File: src/rtl/brq_mem_arbiter.sv
// brq_mem_arbiter: shares one single-port SRAM between IF and LSU, LSU first,
// with a starvation bound that forces an IF grant after MaxStarve denials.
module brq_mem_arbiter #(
  parameter int DataWidth = 32,
  parameter int AddrWidth = 15,
  parameter int MaxStarve = 4
) (
  input  logic                   brq_clk,
  input  logic                   brq_rst,
  input  logic                   if_req,
  input  logic [AddrWidth-1:0]   if_addr,
  output logic                   if_gnt,
  output logic                   if_rvalid,
  output logic [DataWidth-1:0]   if_rdata,
  input  logic                   lsu_req,
  input  logic                   lsu_we,
  input  logic [DataWidth/8-1:0] lsu_be,
  input  logic [AddrWidth-1:0]   lsu_addr,
  input  logic [DataWidth-1:0]   lsu_wdata,
  output logic                   lsu_gnt,
  output logic                   lsu_rvalid,
  output logic [DataWidth-1:0]   lsu_rdata,
  output logic                   mem_en,
  output logic                   mem_we,
  output logic [DataWidth/8-1:0] mem_be,
  output logic [AddrWidth-1:0]   mem_addr,
  output logic [DataWidth-1:0]   mem_wdata,
  input  logic [DataWidth-1:0]   mem_rdata
);
  typedef enum logic [1:0] {R_IDLE, R_IF, R_LSU_RD, R_LSU_WR} resp_e;
  resp_e state, state_next;
  logic [3:0] starve_cnt;
  logic force_if;
  assign force_if = starve_cnt == 4'(MaxStarve);
  assign lsu_gnt = lsu_req && !(force_if && if_req);
  assign if_gnt = if_req && !lsu_gnt;
  assign mem_en = lsu_gnt || if_gnt;
  assign mem_we = lsu_gnt && lsu_we;
  assign mem_be = lsu_gnt ? lsu_be : (if_gnt ? '1 : '0);
  assign mem_addr = lsu_gnt ? lsu_addr : (if_gnt ? if_addr : '0);
  assign mem_wdata = lsu_gnt ? lsu_wdata : '0;
  always_ff @(posedge brq_clk or negedge brq_rst) begin
    if (!brq_rst) begin
      state <= R_IDLE;
      starve_cnt <= '0;
    end else begin
      state <= state_next;
      starve_cnt <= (!if_req || if_gnt) ? '0 : (force_if ? starve_cnt : starve_cnt + 4'd1);
    end
  end
  // the response slot always reflects the access issued in the previous cycle
  always_comb begin
    state_next = R_IDLE;
    if (if_gnt) state_next = R_IF;
    else if (lsu_gnt) state_next = lsu_we ? R_LSU_WR : R_LSU_RD;
  end
  assign if_rvalid = state == R_IF;
  assign if_rdata = if_rvalid ? mem_rdata : '0;
  assign lsu_rvalid = state == R_LSU_RD || state == R_LSU_WR;
  assign lsu_rdata = state == R_LSU_RD ? mem_rdata : '0;
endmodule

File: config.mk
export PLATFORM = sky130hd
export DESIGN_NAME = brq_mem_arbiter
export DESIGN_NICKNAME = d
export VERILOG_FILES = /design/src/rtl/brq_mem_arbiter.sv
export SDC_FILE = /design/constraint.sdc
export NUM_CORES = 1
export LEC_CHECK = 0
export ABC_AREA = 1
export CAP_MARGIN = 10
export CORE_AREA = 2 2 86 88
export CTS_CLUSTER_DIAMETER = 40
export DETAILED_ROUTE_END_ITERATION = 12
export DIE_AREA = 0 0 88 90
export PLACE_DENSITY = 0.83
export REMOVE_ABC_BUFFERS = 1
export SLEW_MARGIN = 0
export SYNTH_ARGS = -nofsm -noshare
export SYNTH_HDL_FRONTEND = slang
export SYNTH_SLANG_ARGS = --single-unit
export TNS_END_PERCENT = 10
File: constraint.sdc
create_clock -name brq_clk -period 1.58 [get_ports brq_clk]
set_input_delay 0.316 -clock brq_clk [delete_from_list [all_inputs] [get_ports brq_clk]]
set_output_delay 0.316 -clock brq_clk [all_outputs]
set_load 0.1 [all_outputs]
Yosys cells after proc, flatten, opt, wreduce, memory -nomap -nowiden
Index checks and enable logic that the tools add are counted.
{ "classes": {"add_sub_neg": 1, "reduce_logical": 10, "muxes": 12, "n_eq_ne": 5} }
{ "ops": {"columns": ["cell", "count"], "rows": [
  ["$mux W32", 3],
  ["$mux W15", 2],
  ["$mux W4", 4],
  ["$add A4 B1 Y4 const B", 1],
  ["$eq A2 B2 Y1 const B", 2],
  ["$eq A4 B3 Y1 const B", 1],
  ["$logic_and A1 B1 Y1", 4],
  ["$mux W2", 2],
  ["$logic_not A1 Y1", 3],
  ["$logic_or A1 B1 Y1", 3],
  ["$eq A2 B1 Y1 const B", 1],
  ["$ne A2 B1 Y1 const B", 1],
  ["$mux W1", 1]
]} }
{ "word_totals": {"ff_bits": 6, "elab_cells": 30, "inputBits": 103} }

Logic depth before layout (Yosys ltp)
Gate-level depths: netlist (run 1).
{ "logic_depth": {"word_depth": 8, "ltp_mapped": 9, "depth_no_buf": 9} }

Worst setup path before layout (run 1)
OpenSTA, ideal clock, no wires.
{ "synth_path": {"kind": "register to output", "from": "register state[1]", "to": "output if_rdata[10]", "required_time_ns": 1.264, "arrival_time_ns": 3.445, "setup_slack_ns": -2.181, "stages_incl_launch_ff": 5, "path_cell_list": "dfrtp_1 nor2_1 inv_1 buf_2 nor2_1"} }
{ "synth_via": {"elab_chain_cells": 2} }
{ "synth_rtl": {"columns": ["item", "line_no", "rtl"], "rows": [
  ["start: declaration", "31", "resp_e state, state_next;"],
  ["start signal: assignment", "47", "state <= state_next;"],
  ["$eq A2 B1 Y1", "57", "assign if_rvalid = state == R_IF;"],
  ["net if_rvalid", "13", "output logic if_rvalid,"],
  ["$mux W32", "58", "assign if_rdata = if_rvalid ? mem_rdata : '0;"],
  ["end: declaration", "14", "output logic [DataWidth-1:0] if_rdata,"]
]} }
The timed path passes the listed nets, and every way through them passes these cells.

Worst setup path after layout (run 1)
{ "layout_path": {"from": "register starve_cnt[0]", "to": "output mem_wdata[17]"} }
{ "layout_via": {"elab_chain_cells": 5} }
{ "layout_rtl": {"columns": ["item", "line_no", "rtl"], "rows": [
  ["start: declaration", "32", "logic [3:0] starve_cnt;"],
  ["start signal: assignment", "48", "starve_cnt <= (!if_req || if_gnt) ? '0 : (force_if ? starve_cnt : starve_cnt + 4'd1);"],
  ["$eq A4 B3 Y1", "34", "assign force_if = starve_cnt == 4'(MaxStarve);"],
  ["$logic_and A1 B1 Y1", "35", "assign lsu_gnt = lsu_req && !(force_if && if_req);"],
  ["$logic_not A1 Y1", "35", null],
  ["$logic_and A1 B1 Y1", "35", null],
  ["$mux W32", "41", "assign mem_wdata = lsu_gnt ? lsu_wdata : '0;"],
  ["end: declaration", "27", "output logic [DataWidth-1:0] mem_wdata,"]
]} }
Every way passes these cells.

==> results.tsv, run 1 <==
stage	metric	value	unit
floorplan	die-area	7920	µm²
floorplan	die_h	90	µm
final_layout	final_area	5610	µm²
cts	clock_latency	0.22	ns
sta	rsz0062_at_grt	yes	
synth	synth_area_leader_cell	nor2_1	
cts	cts_tree	yes	
cts	clock_tree.root_cell	clkbuf_8	
drt	firstDrtPassIters	4	
global_routing	grt_pass1_vias	2940	
synth	synth_flop_cell	dfrtp_1	
synth	synthArstFlopShare	100.0	%
hold_path	hp-class	in -> async	
global_routing	grt_antenna_before_repair	0	
final_layout	antenna_cells	0	
synth	ys_seq_area_share	11.39	%
sta	fin_ws	-0.4689	ns
cts	cts.sinks	6	
synth	synth_common_cells	nor2_1 (102), inv_1 (74), nand3_1 (27)	
final_layout	utilization	79.91	%
sta	tns	-26.80	ns
sta	holdWs	0.3442	ns
place	dpl_cell_area	4923	µm²
final_layout	layout-drive-gt1-share	57.52	%
drt	wl_per_cell	17.49	µm
final_layout	nNetsFinal	606	
final_layout	fin_cells	598	
sta	fin_crit_sh	129.7	%
drt	drc	0	
critical_path	crit_arrival	1.73	ns
critical_path	worstPathRequired	1.26	ns
critical_path	timing_worst_setup_path_type	reg -> out	
floorplan	initial_core_util	18.78	%
synth	synth_most_common_cell	nor2_1	
drt	first_iter_violations	45	
synth	synth_area	1319	µm²
synth	avgSynthCellArea	4.921	µm²
sta	hold_viol	0	
floorplan	ioPinCount	224	
global_routing	grt_pass1_wl	15170	µm
final_layout	area_growth	325.4	%
critical_path	cp_max_fo	12	
drt	routed_wl	10460	µm
synth	ys_seq_elements	6	
drt	vias_per_cell	4.400	
synth	ys_top_cells_by_area	nor2_1 (29%), inv_1 (21%), dfrtp_1 (11%), nand3_1 (10%), nand2_1 (7.4%)	
place	place.gp.congestion	0.7667	
synth	synthDistinctLibCells	19	
synth	synth-edff-count	0	
sta	finClkSkew	0.0004897	ns
floorplan	rows	31	
place	dp.cells	588	
cts	numCtsBuffers	3	
sta	slew_headroom	78.45	%
cts	h-tree-depth	1	
power_and_ir_drop	p_leak	2.524	nW
critical_path	critical-path-top-delay-family	buffers and inverters	
sta	tightest_slew	0.3232	ns
sta	post-route-min-period	2.049	ns
sta	setup_viol	119	
floorplan	die_w	88	µm
run	drv_cap	0	
global_routing	overflow	0	
power_and_ir_drop	ir_drop	0.3474	mV
synth	yosys_warnings	0	
sta	clock.fmax	488.1	MHz
cts	cts_hold_buf	0	
critical_path	cp_cell_sequence	inv_2 -> ha_4 -> nand2_4 -> inv_4 -> nand2_8 -> nand2_8 -> buf_8 -> buf_16 -> nor2_4 -> buf_12	
critical_path	crit_slowest_cell	dfrtp_1	
floorplan	coreArea	7020	µm²
critical_path	cp_num_buf_inv	5	
critical_path	slowest_delay	0.36	ns
global_routing	grt_max_degree	33	
global_routing	grt_usage	25.09	%
drt	vias	2631	
critical_path	start_kind	flop	
power_and_ir_drop	power.density	566.6	nW/µm²
synth	netlist_instances	268	
final_layout	fillCellCount	361	
synth	netlist.area_leader.share	29.03	%
critical_path	reg2regPathDepth	9	
outcome	violations	setup timing	
critical_path	cp.depth	10	
place	dp_hpwl	7283	µm
critical_path	crit_path_end_kind	output pin	
cts	clk_pin_slew	0.04	ns
outcome	status	finished, violations left	
sta	drv_slew	0	
cts	cts_buffer_depth	2	
drt	ant_nets	0	
critical_path	crit_top_cell	nand2_8	
place	numPortBuffers	223	
[cells in the final DEF, fill, tap and decap left out, types with 5 or more instances in the layout]
master           count
buf_4               11
nand3_1             17
nor2_1               8
nand2_2             20
inv_1               70
clkdlybuf4s50_1    101
nand2_1              5
dfrtp_1              6
buf_12             124
inv_2                5
nand3_2             13
nor2_4              27
nor2_2              68
[sequential cells by signal, indices dropped and copies added (netlist names)]
| register | count |
|---|---|
| state | 2 |
| starve_cnt | 4 |
[metal layers]
| metal | track usage (%) | part of all wire [%] | vias to the layer above |
|---|---|---|---|
| li1 | - | - | 1212 |
| met1 | 19.46 | 27 | 1209 |
| met2 | 51.58 | 59 | 178 |
| met3 | 9.183 | 10 | 32 |
| met4 | 11.15 | 3.9 | 0 |
| met5 | 0 | 0 | - |
[worst register-to-register path, cell delays in order, from the launching register on]
cell     delay [ns]
dfrtp_1        0.36
inv_2          0.07
ha_4           0.17
nand2_4        0.07
inv_4          0.05
nand2_8        0.07
nand2_8        0.07
buf_4          0.15
nand2_2        0.16
o21ai_0        0.14
[stage by stage]
step / total power, mW / setup WS, ns
3_5_place_dp: 2.727 / -0.4528
6_report: 3.179 / -0.4689
2_1_floorplan: 1.577 / -3.212
5_1_grt: 3.264 / -0.5296
4_1_cts: 3.143 / -0.4250
3_3_place_gp: 2.696 / -0.4075
[cells by family after synthesis]
group                      after synthesis  share of synthesized area [%]
and+or+nand+nor                        164                          54.84
adders and majority gates                2                          1.897
AOI/OAI and AO/OA                        1                         0.3791
buffers and inverters                   93                          30.17
xor gates and xnor gates                 2                          1.329
DFF                                      6                          11.38
[final cells by class]
type | count | area [µm²] | area share, %
repair buffers | 245 | 3731 | 66.50
multi-input cells | 169 | 1276 | 22.75
inverters | 76 | 287.8 | 5.129
flip-flops and latches | 6 | 150.1 | 2.676
well taps | 99 | 123.9 | 2.208
clock buffers | 3 | 41.29 | 0.7360
[worst paths after layout]
check                         startpoint             to  slack [ns]
max                        starve_cnt[0]  mem_wdata[17]       -0.47
min                              brq_rst  starve_cnt[2]        0.34
max reg2reg                starve_cnt[0]       state[0]        0.13
min reg2reg                starve_cnt[0]  starve_cnt[0]        0.58
max in group asynchronous        brq_rst  starve_cnt[0]        1.02
min in group brq_clk       starve_cnt[0]  starve_cnt[0]        0.58
[where the power goes]
group          total [mW]  switching, mW  leakage, nW  internal [mW]
clock network       0.226         0.0631       0.0216          0.163
registers           0.164        0.00327       0.0784          0.160
logic                2.79           1.76         2.42           1.03
[timing repair]
action                                  4_1_cts  5_1_grt
gates resized for setup                     150       27
endpoints found under the setup margin      119      119
pin swaps                                     9       17
buffers inserted                              6        0
gates cloned                                  3        0
Note: power is estimated with default switching activity, not from simulation.
==> inputs of run 2 (changes only) <==
- CORE_AREA: 2 2 86 88 -> 2 2 87 89
- DIE_AREA: 0 0 88 90 -> 0 0 89 91
- DONT_BUFFER_PORTS: not set -> 1
- PLACE_DENSITY: 0.83 -> 0.41
==> run 2 against run 1 <==
The flow still finishes with violations (setup timing). Via count shrank 18%. Clock power about the same. Sequential share of layout area increased by 0.61 points. Flip-flop and latch count stayed put. Combinational power down 12%. Power is 10% lower. Highest routed layer unchanged. Critical path depth stayed put. Setup slack better by 0.14 ns. Critical endpoint is now mem_addr[13].
==> results.tsv, run 2 (synthesized netlist as in run 1, its figures left out) <==
stage	metric	value	unit	change
final_layout	final_area	4563	µm²	-19%
power_and_ir_drop	power_frac_clock	8.0	%	+0.9 points
final_layout	fillCellCount	541		+50%
drt	routed_wl	7711	µm	-26%
outcome	violations	setup timing		
drt	vias	2159		-18%
hold_path	hp-class	in -> reg		
place	dpl_cell_area	4128	µm²	-16%
cts	clock_tree.root_cell	clkbuf_8		
power_and_ir_drop	power.density	624.3	nW/µm²	+10%
place	dp.cells	488		-17%
cts	cts_setup_buffers	0		-6
cts	cts_buffer_depth	2		unchanged
sta	slew_headroom	81.02	%	+2.6 points
sta	post-route-min-period	1.912	ns	-0.1371 ns
place	numPortBuffers	0		-100%
global_routing	grt_pass1_wl	11070	µm	-27%
global_routing	grt_pass1_vias	2103		-28%
drt	firstDrtPassIters	4		unchanged
final_layout	area_growth	246.0	%	
final_layout	fin_cells	497		-17%
final_layout	regArea	150.1	µm²	unchanged
critical_path	timing_worst_setup_path_type	reg -> out		
drt	first_iter_violations	27		-40%
power_and_ir_drop	p_leak	2.123	nW	-16%
sta	drv_slew	0		unchanged
power_and_ir_drop	p_int	1.121	mW	-17%
floorplan	coreArea	7137	µm²	+1.7%
place	place.gp.congestion	0.8380		+9.3%
global_routing	grt_usage	17.86	%	-7.2 points
critical_path	worstPathRequired	1.26	ns	about the same
power_and_ir_drop	p_switching	1.727	mW	-5.6%
drt	wl_per_cell	15.52	µm	-11%
sta	tightest_slew	0.2838	ns	-0.03947 ns
critical_path	crit_path_end_kind	output pin		
final_layout	layout-drive-gt1-share	69.35	%	+12 points
critical_path	crit_arrival	1.60	ns	-0.13 ns
final_layout	antenna_cells	0		unchanged
critical_path	cp_max_fo	7		-5
global_routing	grt_max_degree	33		unchanged
drt	drc	0		unchanged
final_layout	multi_input_area	1275	µm²	about the same
power_and_ir_drop	p_sw_share	60.64	%	+3.1 points
sta	tns	-18.86	ns	+7.945 ns
cts	numCtsBuffers	3		unchanged
global_routing	overflow	0		unchanged
final_layout	layout_commonest_cell	buf_12		
power_and_ir_drop	ir_drop	0.3499	mV	+0.72%
run	drv_cap	0		unchanged
sta	fin_crit_sh	121.0	%	-8.7 points
sta	rsz0062_at_grt	yes		
critical_path	start_kind	flop		
final_layout	nNetsFinal	505		-17%
floorplan	rows	31		unchanged
cts	clk_pin_slew	0.04	ns	about the same
floorplan	die_w	89	µm	+1.1%
floorplan	initial_core_util	18.48	%	-0.31 points
sta	finClkSkew	0.001732	ns	+0.001242 ns
floorplan	die_h	91	µm	+1.1%
power_and_ir_drop	seq_power_share	5.7	%	+0.6 points
final_layout	largest_reg_flops	4		unchanged
final_layout	reg_top3	starve_cnt (4), state (2)		
power_and_ir_drop	share_comb_of_total_power	86.3	%	-1.4 points
final_layout	layout_common_cells	buf_12 (121), inv_1 (72), nor2_2 (64), nor2_4 (35), nand3_1 (27)		
sta	holdWs	0.3138	ns	-0.03035 ns
floorplan	die-area	8099	µm²	+2.3%
cts	clock_latency	0.22	ns	about the same
sta	clock.fmax	523.1	MHz	+7.2%
floorplan	ioPinCount	224		unchanged
outcome	status	finished, violations left		
final_layout	regMostFlops	starve_cnt		
sta	hold_viol	0		unchanged
drt	ant_nets	0		unchanged
sta	setup_viol	95		-20%
cts	cts.sinks	6		unchanged
place	pre_cts_slack	-0.1725	ns	+0.2803 ns
drt	vias_per_cell	4.344		-1.3%
cts	cts_tree	yes		
sta	fin_ws	-0.3317	ns	+0.1371 ns
place	dp_hpwl	6246	µm	-14%
cts	h-tree-depth	1		unchanged
global_routing	grt_antenna_before_repair	0		unchanged
==> run 2: final cells by class <==
cell class              instances  area share (%)
repair buffers                142           58.79
multi-input cells             171           27.94
inverters                      76           6.361
flip-flops and latches          6           3.290
well taps                      99           2.715
clock buffers                   3          0.9049
==> run 2: worst paths after layout <==
kind                       cells past startpoint           from       endpoint  slack [ns]
max                                           10  starve_cnt[1]   mem_addr[13]       -0.33
min reg2reg                                    2  starve_cnt[0]  starve_cnt[0]        0.53
max reg2reg                                    9  starve_cnt[1]       state[0]        0.22
min                                            2        lsu_req  starve_cnt[1]        0.31
min in group asynchronous                      1        brq_rst  starve_cnt[3]        0.41
max in group asynchronous                      1        brq_rst  starve_cnt[2]        0.95
==> run 2: routing by layer <==
metal	GRT usage [%]	share of wire [%]	vias up
met4	5.597	2.7	0
met3	5.273	11	15
met2	36.57	58	149
met5	0	0	-
met1	15.75	29	980
li1	-	-	1015
==> run 2: timing repair <==
item,CTS,global route
hold buffers,1,0
pin swaps,3,6
endpoints found under the hold margin,6,0
resized for setup,50,21
cloned,4,1
setup endpoints to repair,119,119
==> run 2: worst max-delay path, cell delays in order, from the launching register on <==
cell and delay, ns:
dfrtp_1 0.37, inv_1 0.06, ha_2 0.16, nand2_2 0.04, inv_2 0.08, nand2_8 0.09
nand2_8 0.13, buf_4 0.12, nand3_2 0.06, nand2_2 0.08, buf_12 0.17
==> run 2: per-stage QoR <==
step           util, %  total power [mW]
2_1_floorplan        -             1.577
5_1_grt          63.94             2.933
6_report         63.94             2.849
3_3_place_gp     57.84             2.500
4_1_cts          62.64             2.840
3_5_place_dp     57.84             2.515
==> run 2: power groups by stage <==
stage / clock network, mW / logic (mW) / registers (mW)
final: 0.227 / 2.46 / 0.163
after global placement: 0 / 2.33 / 0.165
after global routing: 0.247 / 2.52 / 0.164
after floorplan: 0 / 1.40 / 0.175
after CTS: 0.234 / 2.44 / 0.164
after detailed placement: 0 / 2.35 / 0.166
